===== config.mk =====
export PLATFORM = sky130hd
export DESIGN_NAME = spi_frame_ctrl
export DESIGN_NICKNAME = d
export VERILOG_FILES = /design/src/rtl/spi_frame_ctrl.sv
export SDC_FILE = /design/constraint.sdc
export NUM_CORES = 1
export LEC_CHECK = 0
export CORE_AREA = 2 2 141 143
export DETAILED_ROUTE_END_ITERATION = 16
export DIE_AREA = 0 0 143 145
export PLACE_DENSITY = 0.92
export SLEW_MARGIN = 25
export SYNTH_ARGS = -nofsm -noshare
export SYNTH_HDL_FRONTEND = slang
export SYNTH_SLANG_ARGS = --single-unit

===== constraint.sdc =====
create_clock -name clk_i -period 3.62 [get_ports clk_i]
set_input_delay 0.362 -clock clk_i [delete_from_list [all_inputs] [get_ports clk_i]]
set_output_delay 0.362 -clock clk_i [all_outputs]
set_load 0.05 [all_outputs]

===== src/rtl/spi_frame_ctrl.sv =====
// Frame sequencer for the SPI/QSPI datapath: walks CMD/ADDR/ALTR/NOP/DATA phases, one segment each.
// Optional stall watchdog: define SPI_FRAME_STALL_TIMEOUT_EN to abort frames stuck on TX empty / RX full.
module spi_frame_ctrl #(
    parameter int unsigned NSS_NUM = 1
) (
    input  logic               clk_i,
    input  logic               rst_n_i,
    input  logic               en_i,
    input  logic               start_i,
    input  logic               abort_i,
    input  logic               rwm_i,
    input  logic               ass_i,
    input  logic [NSS_NUM-1:0] nss_sel_i,
    input  logic [13:0]        frame_i,
    input  logic [7:0]         cmd_i,
    input  logic [31:0]        addr_i,
    input  logic [31:0]        altr_i,
    input  logic [15:0]        nop_i,
    input  logic [15:0]        trl_i,
    output logic               seg_valid_o,
    input  logic               seg_ready_i,
    input  logic               seg_done_i,
    output logic [1:0]         seg_mode_o,
    output logic               seg_dir_o,
    output logic [15:0]        seg_len_o,
    output logic [31:0]        seg_dat_o,
    input  logic [31:0]        rx_dat_i,
    output logic               tx_rd_o,
    input  logic [31:0]        tx_dat_i,
    input  logic               tx_empty_i,
    output logic               rx_wr_o,
    output logic [31:0]        rx_dat_o,
    input  logic               rx_full_i,
    output logic [NSS_NUM-1:0] nss_o,
    output logic               busy_o,
    output logic               done_o,
    output logic               err_o
);

    typedef enum logic [2:0] {
        StIdle  = 3'd0,
        StCmd   = 3'd1,
        StAddr  = 3'd2,
        StAltr  = 3'd3,
        StNop   = 3'd4,
        StWdata = 3'd5,
        StRdata = 3'd6
    } state_e;

    typedef enum logic [1:0] {StepIssue, StepHold, StepWait} step_e;

    state_e             state_q, state_d;
    step_e              step_q, step_d;
    logic               busy_q, busy_d;
    logic               done_q, done_d;
    logic               err_q, err_d;
    logic [NSS_NUM-1:0] nss_q, nss_d;
    logic [13:0]        frame_q, frame_d;
    logic [7:0]         cmd_q, cmd_d;
    logic [31:0]        addr_q, addr_d;
    logic [31:0]        altr_q, altr_d;
    logic [15:0]        nop_q, nop_d;
    logic               rwm_q, rwm_d;
    logic [15:0]        cnt_q, cnt_d;
    logic [31:0]        wdat_q, wdat_d;

    logic        can_issue, data_st, abort, timeout;
    logic [1:0]  seg_mode;
    logic        seg_dir;
    logic [15:0] seg_len;
    logic [31:0] seg_dat;
    state_e      nxt;

    function automatic logic [15:0] size_bits(input logic [1:0] size);
        case (size)
            2'b00:   return 16'd8;
            2'b01:   return 16'd16;
            2'b10:   return 16'd24;
            default: return 16'd32;
        endcase
    endfunction

    function automatic logic [15:0] lane_len(input logic [15:0] bits, input logic [1:0] mode);
        case (mode)
            2'b10:   return bits >> 1;
            2'b11:   return bits >> 2;
            default: return bits;
        endcase
    endfunction

    function automatic logic [31:0] msb_align(input logic [31:0] val, input logic [1:0] size);
        return val << {2'd3 - size, 3'b000};
    endfunction

    // First enabled phase strictly after cur; StIdle means the frame is finished.
    function automatic state_e next_phase(input state_e cur, input logic [13:0] f,
                                          input logic [15:0] nop, input logic [15:0] trl,
                                          input logic rwm);
        if (cur < StCmd && f[1:0] != 2'b00) return StCmd;
        if (cur < StAddr && f[3:2] != 2'b00) return StAddr;
        if (cur < StAltr && f[7:6] != 2'b00) return StAltr;
        if (cur < StNop && nop != 16'd0) return StNop;
        if (cur < StWdata && f[11:10] != 2'b00 && trl != 16'd0) return rwm ? StRdata : StWdata;
        return StIdle;
    endfunction

    always_comb begin
        seg_mode  = 2'b00;
        seg_dir   = 1'b0;
        seg_len   = 16'd0;
        seg_dat   = 32'd0;
        can_issue = 1'b1;
        case (state_q)
            StCmd: begin
                seg_mode = frame_q[1:0];
                seg_len  = lane_len(16'd8, seg_mode);
                seg_dat  = {cmd_q, 24'h0};
            end
            StAddr: begin
                seg_mode = frame_q[3:2];
                seg_len  = lane_len(size_bits(frame_q[5:4]), seg_mode);
                seg_dat  = msb_align(addr_q, frame_q[5:4]);
            end
            StAltr: begin
                seg_mode = frame_q[7:6];
                seg_len  = lane_len(size_bits(frame_q[9:8]), seg_mode);
                seg_dat  = msb_align(altr_q, frame_q[9:8]);
            end
            StNop: begin
                seg_mode = (frame_q[11:10] == 2'b00) ? 2'b01 : frame_q[11:10];
                seg_dir  = 1'b1;
                seg_len  = nop_q;
            end
            StWdata: begin
                seg_mode  = frame_q[11:10];
                seg_len   = lane_len(size_bits(frame_q[13:12]), seg_mode);
                // FIFO head is only valid in the pop cycle; hold the captured copy afterwards.
                seg_dat   = (step_q == StepIssue) ? msb_align(tx_dat_i, frame_q[13:12]) : wdat_q;
                can_issue = !tx_empty_i;
            end
            StRdata: begin
                seg_mode  = frame_q[11:10];
                seg_dir   = 1'b1;
                seg_len   = lane_len(size_bits(frame_q[13:12]), seg_mode);
                can_issue = !rx_full_i;
            end
            default: ;
        endcase
    end

    assign data_st     = (state_q == StWdata) || (state_q == StRdata);
    assign seg_valid_o = (state_q != StIdle) &&
                         ((step_q == StepHold) || (step_q == StepIssue && can_issue));
    assign seg_mode_o  = seg_mode;
    assign seg_dir_o   = seg_dir;
    assign seg_len_o   = seg_len;
    assign seg_dat_o   = seg_dat;
    assign tx_rd_o     = (state_q == StWdata) && (step_q == StepIssue) && !tx_empty_i;
    assign rx_wr_o     = (state_q == StRdata) && (step_q == StepWait) && seg_done_i;
    assign rx_dat_o    = rx_dat_i;
    assign busy_o      = busy_q;
    assign done_o      = done_q;
    assign err_o       = err_q;
    assign nss_o       = nss_q;

`ifdef SPI_FRAME_STALL_TIMEOUT_EN
    logic [15:0] stall_q, stall_d;
    logic        stall;

    assign stall   = (state_q != StIdle) && (step_q == StepIssue) && !can_issue;
    assign stall_d = stall ? stall_q + 16'd1 : 16'd0;
    assign timeout = (stall_q == 16'hFFFF);

    always_ff @(posedge clk_i or negedge rst_n_i) begin
        if (!rst_n_i) stall_q <= 16'd0;
        else          stall_q <= stall_d;
    end
`else
    assign timeout = 1'b0;
`endif

    assign abort = abort_i || !en_i || timeout;

    always_comb begin
        state_d = state_q;
        step_d  = step_q;
        busy_d  = busy_q;
        done_d  = 1'b0;
        err_d   = err_q;
        frame_d = frame_q;
        cmd_d   = cmd_q;
        addr_d  = addr_q;
        altr_d  = altr_q;
        nop_d   = nop_q;
        rwm_d   = rwm_q;
        cnt_d   = cnt_q;
        wdat_d  = wdat_q;
        nxt     = state_q;
        if (state_q == StIdle) begin
            step_d = StepIssue;
            if (busy_q) begin
                // Every phase was skipped: close the frame one cycle after start.
                busy_d = 1'b0;
                done_d = 1'b1;
            end else if (start_i && en_i) begin
                frame_d = frame_i;
                cmd_d   = cmd_i;
                addr_d  = addr_i;
                altr_d  = altr_i;
                nop_d   = nop_i;
                rwm_d   = rwm_i;
                cnt_d   = trl_i;
                err_d   = 1'b0;
                busy_d  = 1'b1;
                state_d = next_phase(StIdle, frame_i, nop_i, trl_i, rwm_i);
            end
        end else if (abort) begin
            state_d = StIdle;
            step_d  = StepIssue;
            busy_d  = 1'b0;
            err_d   = 1'b1;
        end else begin
            case (step_q)
                StepIssue: begin
                    if (can_issue) begin
                        if (state_q == StWdata) wdat_d = seg_dat;
                        step_d = seg_ready_i ? StepWait : StepHold;
                    end
                end
                StepHold: if (seg_ready_i) step_d = StepWait;
                StepWait: begin
                    if (seg_done_i) begin
                        step_d = StepIssue;
                        if (data_st) begin
                            cnt_d = cnt_q - 16'd1;
                            nxt   = (cnt_q == 16'd1) ? StIdle : state_q;
                        end else begin
                            nxt = next_phase(state_q, frame_q, nop_q, cnt_q, rwm_q);
                        end
                        state_d = nxt;
                        if (nxt == StIdle) begin
                            busy_d = 1'b0;
                            done_d = 1'b1;
                        end
                    end
                end
                default: step_d = StepIssue;
            endcase
        end
        nss_d = ass_i ? (busy_d ? ~nss_sel_i : '1) : ~nss_sel_i;
    end

    always_ff @(posedge clk_i or negedge rst_n_i) begin
        if (!rst_n_i) begin
            state_q <= StIdle;
            step_q  <= StepIssue;
            busy_q  <= 1'b0;
            done_q  <= 1'b0;
            err_q   <= 1'b0;
            nss_q   <= '1;
            frame_q <= 14'd0;
            cmd_q   <= 8'd0;
            addr_q  <= 32'd0;
            altr_q  <= 32'd0;
            nop_q   <= 16'd0;
            rwm_q   <= 1'b0;
            cnt_q   <= 16'd0;
            wdat_q  <= 32'd0;
        end else begin
            state_q <= state_d;
            step_q  <= step_d;
            busy_q  <= busy_d;
            done_q  <= done_d;
            err_q   <= err_d;
            nss_q   <= nss_d;
            frame_q <= frame_d;
            cmd_q   <= cmd_d;
            addr_q  <= addr_d;
            altr_q  <= altr_d;
            nop_q   <= nop_d;
            rwm_q   <= rwm_d;
            cnt_q   <= cnt_d;
            wdat_q  <= wdat_d;
        end
    end

endmodule


* Word level (Yosys, flattened, before mapping)
Index checks and enable logic that the tools add are counted.
** Operators by class
- Equality and inequality tests :: 29
- Add/subtract/negate cells :: 4
- Bitwise operators :: 4
- Shifts and indexed selects :: 3
- Reduce and logical (&&, ||, !) cells :: 54
- Mux-type cells :: 159
- $lt $le $gt $ge :: 5
** Operators by type and width (number)
- 32-bit one-hot mux with 4 select lines :: 1
- 3-bit two-way mux :: 40
- 16-bit two-way mux :: 7
- 16-bit one-hot mux with 2 select lines :: 3
- 32-bit by 5-bit << shifter with 32-bit output :: 3
- 1-bit two-way mux :: 90
- 16-bit one-hot mux with 5 select lines :: 1
- 16-bit nonzero test :: 4
- 6-bit one-hot mux with 3 select lines :: 3
- 32-bit two-way mux :: 1
- 2-bit equality test, second input constant :: 12
- 2-bit nonzero test :: 12
- 2-bit two-way mux :: 9
- 16-bit by 1-bit equality test with 1-bit output, second input constant :: 1
- 16-bit by 1-bit subtractor with 16-bit output, second input constant :: 1
- 1-bit logical AND :: 14
- 4-bit by 3-bit != test with 1-bit output, second input constant :: 3
- 2-bit zero test :: 5
- 2-bit one-hot mux with 5 select lines :: 1
- 3-bit equality test, second input constant :: 3
- 3-bit AND reduction :: 3
- 3-bit nonzero test :: 3
- 2-bit by 1-bit equality test with 1-bit output, second input constant :: 4
- 4-bit one-hot mux with 2 select lines :: 1
- 18 further kinds :: 33
** Word-level totals
- Word-level logic and storage cells :: 272
- Bits of input ports :: 194
- Output and inout port bits :: 90
- Bits in registers :: 160

* Logic depth before layout (Yosys ltp)
Gate-level depths: netlist of run 1.
- Depth in word-level cells :: 56
- Mapped depth :: 10

* Worst setup path before layout of run 1
No wires, ideal clock.
- Kind :: register to output
- Start :: register state_q[1]
- End :: output port seg_dat_o[24]
- Path buffers :: 4
- Setup slack :: 0.546 ns
- Cell stages (with the launch flop) :: 8
- Arrival time :: 2.712 ns
- Required time :: 3.258 ns
- Cells stage by stage :: dfrtp_1 buf_2 clkbuf_1 clkbuf_1 clkbuf_1 a31o_2 a22oi_1 o21ai_0
** On the way
- Longest elaborated chain between the ends :: 2
- Elaborated cells on any way between the ends :: 5
** RTL lines
- from (decl) :: RTL line 52 : state_e state_q, state_d;
- from (signal assigned) :: RTL line 255 : state_q <= StIdle;
- from (signal assigned) :: RTL line 270 : state_q <= state_d;
- 3-bit equality test, or another cell as far along :: RTL line 113 : case (state_q)
- 32-bit one-hot mux with 4 select lines (*) :: RTL line 113
- to (decl) :: RTL line 26 : output logic [31:0] seg_dat_o,
Mark *: on every way between the ends. The rest lies on a longest branch, timed or not.

* Worst setup path in the final report of run 1
- Start :: register state_q[2]
- End :: output port seg_dat_o[0]
Same word-level chain as after synthesis.

==> results.yml, run 1 <==
sta:
  slew_violations: 0
  setup_viol_count_final: 0
  worst_pin_slew_ns: 1.06
  post-route-period-util_pct: 94.7
  slew_headroom_pct: 28.9
  fin_ws_ns: 0.192
  period_needed_ns: 3.43
  setup_tns_ns: 0
  fin_worst_skew_ns: 0.0107
  hold_viol_final: 0
  fmax_ghz: 0.292
  rsz0062_at_grt: "no"
finish:
  areaGrowthSynthToFinish_pct: 31.0
  fin_nets: 1546
  drive_above_1_share_pct: 13.7
  fill_cells: 1480
  final_common_cell: "nand2_1"
  layout_common_cells: "nand2_1, clkdlybuf4s50_1, dfrtp_1"
setup_path:
  slowest_delay_ns: 0.62
  critPathRequiredTime_ns: 3.26
  endpoint: "seg_dat_o[0]"
  reg2reg_setup_slack_ns: 0.86
  worstPathMaxFanout: 22
  r2r_cells: 6
  crit_start: "state_q[2]"
  critPathKind: "register to output port"
  path_cells: "buf_4 -> and2b_1 -> nand2_1 -> nor2_1 -> a221o_1 -> buf_12"
  start_kind: "register"
  timing.rr.end: "wdat_q[0]"
  r2r-start: "state_q[2]"
  worstPathArrival_ns: 3.07
  slowest_stage: "dfrtp_1"
  critPathCaptureType: "output port"
grt:
  track_usage_pct: 31.8
  grt_antenna_before_repair: 1
  grt_max_degree: 91
  grt_pass1_vias: 9354
  grt_first_pass_wirelength_um: 51100
  grt-ovfl-total: 0
cts:
  clk_latency_ns: 0.44
  cts_htree_levels: 4
  cts_tree: "built"
  cts_made_buffers: 17
  clk_path_buf_depth: 2
  ctsResizeCount: 0
  cts_root_buf: "clkbuf_16"
  cts.clk_slew.worst_paths_ns: 0.07
  numClockSinks: 160
  postCtsSetupRepairBufs: 0
synthesis:
  synth.area.top_cells: "dfrtp_1, nand2_1, mux2_2, mux2i_1, o21ai_0"
  ys_seq_area_share_pct: 40.6
  ys_types: 68
  synth_edf_count: 0
  syn-num-nets: 1391
  avgSynthCellArea_um2: 8.32
  async_flop_share_pct: 100
  ys_ff_latch: 160
  ys_warn_count: 0
  syn-instance-count: 1186
  synth_top_area_cell: "dfrtp_1"
  synthFlopType: "dfrtp_1"
  syn_area_mm2: 0.00986
  synth_top_area_share_pct: 40.3
die:
  rows: 51
  fp.dieH_um: 145
  core_mm2: 0.0192
  die_area_mm2: 0.0207
  ios: 284
  dieWidth_um: 143
  initial_core_util_pct: 51.4
hold_path:
  whs_path_depth: 3
  hold_path_class: "input port to register"
  min-delay-start: "addr_i[6]"
route:
  dr.pass1.iters: 8
  wl_um: 33000
  viasPerCell: 6.03
  vias: 9760
  drt_iter0_drc: 851
  drc: 0
  ant_nets: 0
  avgRoutedWirePerCell_um: 20.4
status:
  status: "complete, no violations"
power:
  p_per_area_mw_per_mm2: 809
  ir_drop_mv: 0.439
  p_leak_nw: 5.79
  total_power_w: 0.0105
placement:
  port_buffers: 219
  place_ws_ns: 0.749
  gp_congestion: 0.992
  hpwl_um: 24300
run:
  drv_cap: 0
[power breakdown]
part	leakage (nW)	switching [W]	internal (W)
Combinational	3.47	0.00319	0.00202
Sequential	2.03	0.000878	0.00245
Clock	0.292	0.000759	0.00116
[sequential cells by signal, summed over array words and instances, names as in the netlist]
signal   flops
altr_q      32
frame_q     14
step_q       2
err_o        1
done_o       1
wdat_q      32
rwm_q        1
addr_q      32
cmd_q        8
cnt_q       16
state_q      3
busy_o       1
nss_o        1
nop_q       16
[stage by stage]
stage          area [µm²]  cells  hold slack (ns)  util, %
2_1_floorplan        9860   1186           0.0664        -
4_1_cts             12900   1618            0.447     67.3
3_5_place_dp        12300   1586            0.446     64.0
6_report            12900   1619            0.449     67.3
3_3_place_gp        12300   1586            0.437     64.0
5_1_grt             12900   1619            0.457     67.3
[per-layer routing]
| layer | part of all wire [%] | GRT usage (%) | up-vias |
|---|---|---|---|
| met4 | 4.3 | 14.7 | 0 |
| met1 | 40 | 43.5 | 4672 |
| li1 | - | - | 4424 |
| met3 | 10 | 8.12 | 105 |
| met2 | 45 | 47.2 | 559 |
| met5 | 0 | 0 | - |
[cell type report]
cell class / instances / area, µm² / share of cell area, %
diodes: 1 / 2.50 / 0.0194
clock buffers: 19 / 433 / 3.35
clock inverters: 12 / 185 / 1.43
inverters: 12 / 45.0 / 0.349
multi-input cells: 907 / 5300 / 41.0
flip-flops and latches: 160 / 4010 / 31.0
well taps: 265 / 332 / 2.57
repair buffers: 243 / 2620 / 20.3
[timing repair]
item,CTS,global route
setup endpoints to repair,0,0
endpoints found under the hold margin,22,0
hold buffers,1,0
[logic make-up after synthesis]
logic type | synth area share, %
AOI/OAI and AO/OA | 17.0
xor gates and xnor gates | 0.0888
adders and majority gates | 1.40
buffers and inverters | 5.85
DFF | 40.6
muxes | 10.9
and+or+nand+nor | 24.2
[cells in the mapped netlist, types with 3 or more instances]
| cell | instances |
|---|---|
| o22a_1 | 6 |
| nor2_1 | 73 |
| or3_1 | 3 |
| and2_1 | 14 |
| nand3_1 | 7 |
| buf_1 | 3 |
| nor3_1 | 9 |
| a31oi_1 | 9 |
| or2_2 | 6 |
| nand3b_1 | 5 |
| a32oi_1 | 4 |
| nor4_1 | 15 |
| o221ai_1 | 17 |
| a22oi_1 | 23 |
| o211ai_1 | 9 |
| inv_1 | 10 |
| clkbuf_1 | 64 |
| ha_1 | 11 |
| o2bb2ai_1 | 5 |
| buf_2 | 8 |
| o31ai_1 | 3 |
| mux2i_1 | 52 |
| a41oi_1 | 3 |
| nand2_1 | 380 |
| a221oi_1 | 3 |
| a211oi_1 | 9 |
| or4_4 | 3 |
| a21oi_1 | 41 |
| a221o_1 | 15 |
| mux2_2 | 49 |
| nor2b_1 | 23 |
| dfrtp_1 | 159 |
| o21ai_0 | 61 |
| nand2b_1 | 3 |
| buf_4 | 32 |
| a31o_2 | 9 |
[worst min-delay path by stage]
stage	end
floorplan	addr_q[0]
global placement	nop_q[14]
detailed placement	nop_q[14]
CTS	addr_q[2]
global route	altr_q[16]
finish	addr_q[6]
[critical path: cells and delay by family (launching register included)]
family | cells | cell delay (ns)
AOI/OAI and AO/OA | 1 | 0.37
buffers and inverters | 2 | 0.46
DFF | 1 | 0.62
and+or+nand+nor | 3 | 1.16
No activity file was read; power rests on OpenSTA's default activity.
==> run 2: changes to the inputs <==
CORE_AREA = 2 2 144 146   (was 2 2 141 143)
DIE_AREA = 0 0 146 148   (was 0 0 143 145)
MAX_ROUTING_LAYER = met4   (was default)
PLACE_DENSITY = 0.88   (was 0.92)
RECOVER_POWER = 100   (was default)
==> run 2 against run 1 <==
The flow now finishes with violations (max-capacitance violations, max-slew violations). Fmax down 2.3%. First-iteration DRC count up 36%. Setup slack worse by 0.082 ns. Cell area down 3.4%. Power down 4.9%. Largest power group unchanged. Largest cell class unchanged. Count of clock-buffer cells in the layout stayed put. Cell count increased by 0.37%. Highest routed layer unchanged. Global-route usage is 0.67 points lower. Die area up 4.2%. Non-clock buffer count rose by 1. Register-to-register slack worse by 0.57 ns.
==> results.yml, run 2 (same netlist as run 1, synthesis figures left out) <==
status:
  status: "finished with violations"
  violations: "max-capacitance violations, max-slew violations"
grt:
  grt_pass1_vias: 9010
  grt_first_pass_wirelength_um: 50700
  grt_max_degree: 98
  grt_antenna_before_repair: 0
  track_usage_pct: 31.1
  grt-ovfl-total: 0
power:
  p_leak_nw: 5.64
  p_per_area_mw_per_mm2: 797
  ir_drop_mv: 0.380
  total_power_w: 0.00994
placement:
  gp_congestion: 0.977
  hpwl_um: 24600
  dp.cells: 1592
  port_buffers: 219
  place_ws_ns: 0.878
sta:
  post-route-period-util_pct: 97.0
  hold_viol_final: 0
  rsz0062_at_grt: "no"
  worst_pin_slew_ns: 1.92
  fin_ws_ns: 0.110
  period_needed_ns: 3.51
  setup_viol_count_final: 0
  slew_violations: 74
  setup_tns_ns: 0
  fin_worst_skew_ns: 0.0109
  slew_headroom_pct: -27.8
  fmax_ghz: 0.285
setup_path:
  critPathKind: "register to output port"
  worstPathArrival_ns: 3.15
  worstPathMaxFanout: 15
  start_kind: "register"
  critPathCaptureType: "output port"
  critPathRequiredTime_ns: 3.26
finish:
  regArea_mm2: 0.00401
  final_cells: 1625
  final_common_cell: "nand2_1"
  num_antenna_cells: 0
  drive_above_1_share_pct: 11.7
  areaGrowthSynthToFinish_pct: 26.5
  fill_cells: 1763
  reg_top3: "addr_q: 32 flops, altr_q: 32 flops, wdat_q: 32 flops"
  multi_input_area_mm2: 0.00527
  layout_common_cells: "nand2_1, clkdlybuf4s50_1, dfrtp_1"
  fin_nets: 1547
route:
  vias: 9615
  drt_iter0_drc: 1157
  viasPerCell: 5.92
  wl_um: 32900
  ant_nets: 0
  dr.pass1.iters: 6
  avgRoutedWirePerCell_um: 20.2
  drc: 0
run:
  drv_cap: 1
die:
  core_mm2: 0.0200
  initial_core_util_pct: 49.2
  dieWidth_um: 146
  rows: 52
  die_area_mm2: 0.0216
  fp.dieH_um: 148
  ios: 284
cts:
  cts.clk_slew.worst_paths_ns: 0.07
  cts_tree: "built"
  clk_latency_ns: 0.44
  clk_path_buf_depth: 2
  ctsHoldBuffers: 1
  cts_htree_levels: 4
  ctsResizeCount: 0
  postCtsSetupRepairBufs: 0
  cts_root_buf: "clkbuf_16"
  numClockSinks: 160
  cts_made_buffers: 17
hold_path:
  hold_path_class: "input port to register"
[run 2: changes by cell type in the layout (fill, tap and decap cells not counted), sizes merged, moves of 2 or more]
| cell | previous run | this run |
|---|---|---|
| buf | 75 | 32 |
| bufinv | 4 | 0 |
| clkbuf | 19 | 61 |
| clkdlybuf4s50 | 167 | 160 |
| dlygate4sd3 | 1 | 8 |
| dlymetal6s2s | 0 | 2 |
| inv | 12 | 17 |
[run 2: worst max-delay path, stage by stage, from the launching register on]
cell      delay [ns]
dfrtp_1         0.60
nor2b_1         0.22
clkbuf_1        0.57
nand2b_1        0.40
o221ai_1        0.41
clkbuf_1        0.51
[run 2: power by group]
part,switching (W),leakage (nW),total [W],internal (W)
registers,0.000870,2.03,0.00332,0.00245
clock network,0.000788,0.267,0.00170,0.000910
logic,0.00310,3.34,0.00492,0.00182
[run 2: worst paths after layout]
kind	start	depth (start not counted)	slack, ns	endpoint
setup / recovery	state_q[0]	5	0.11	seg_dat_o[16]
setup reg to reg	state_q[2]	6	0.29	state_q[0]
min in group asynchronous	rst_n_i	2	0.99	nop_q[14]
hold reg to reg	cmd_q[7]	2	0.47	cmd_q[7]
hold / removal	addr_i[16]	3	0.45	addr_q[16]
max in group asynchronous	rst_n_i	3	0.94	cnt_q[3]
[run 2: layout make-up]
cell class	instances	share of cell area (%)
Multi-Input combinational cell	907	42.3
Sequential cell	160	32.1
Timing Repair Buffer	244	18.2
Clock buffer	19	3.55
Tap cell	270	2.71
Clock inverter	13	0.822
Inverter	12	0.361
[run 2: per-layer routing]
metal,track usage (%),share of wire (%)
met1,42.3,43
met2,46.3,45
met3,6.98,8.8
met4,10.5,3.2
met5,-,0
[run 2: metrics by stage]
stage	instance area [µm²]	hold WS, ns	util, %
2_1_floorplan	9860	0.0664	-
4_1_cts	12900	0.445	64.3
6_report	12500	0.452	62.3
3_5_place_dp	12300	0.411	61.5
5_1_grt	12500	0.455	62.3
3_3_place_gp	12300	0.403	61.5
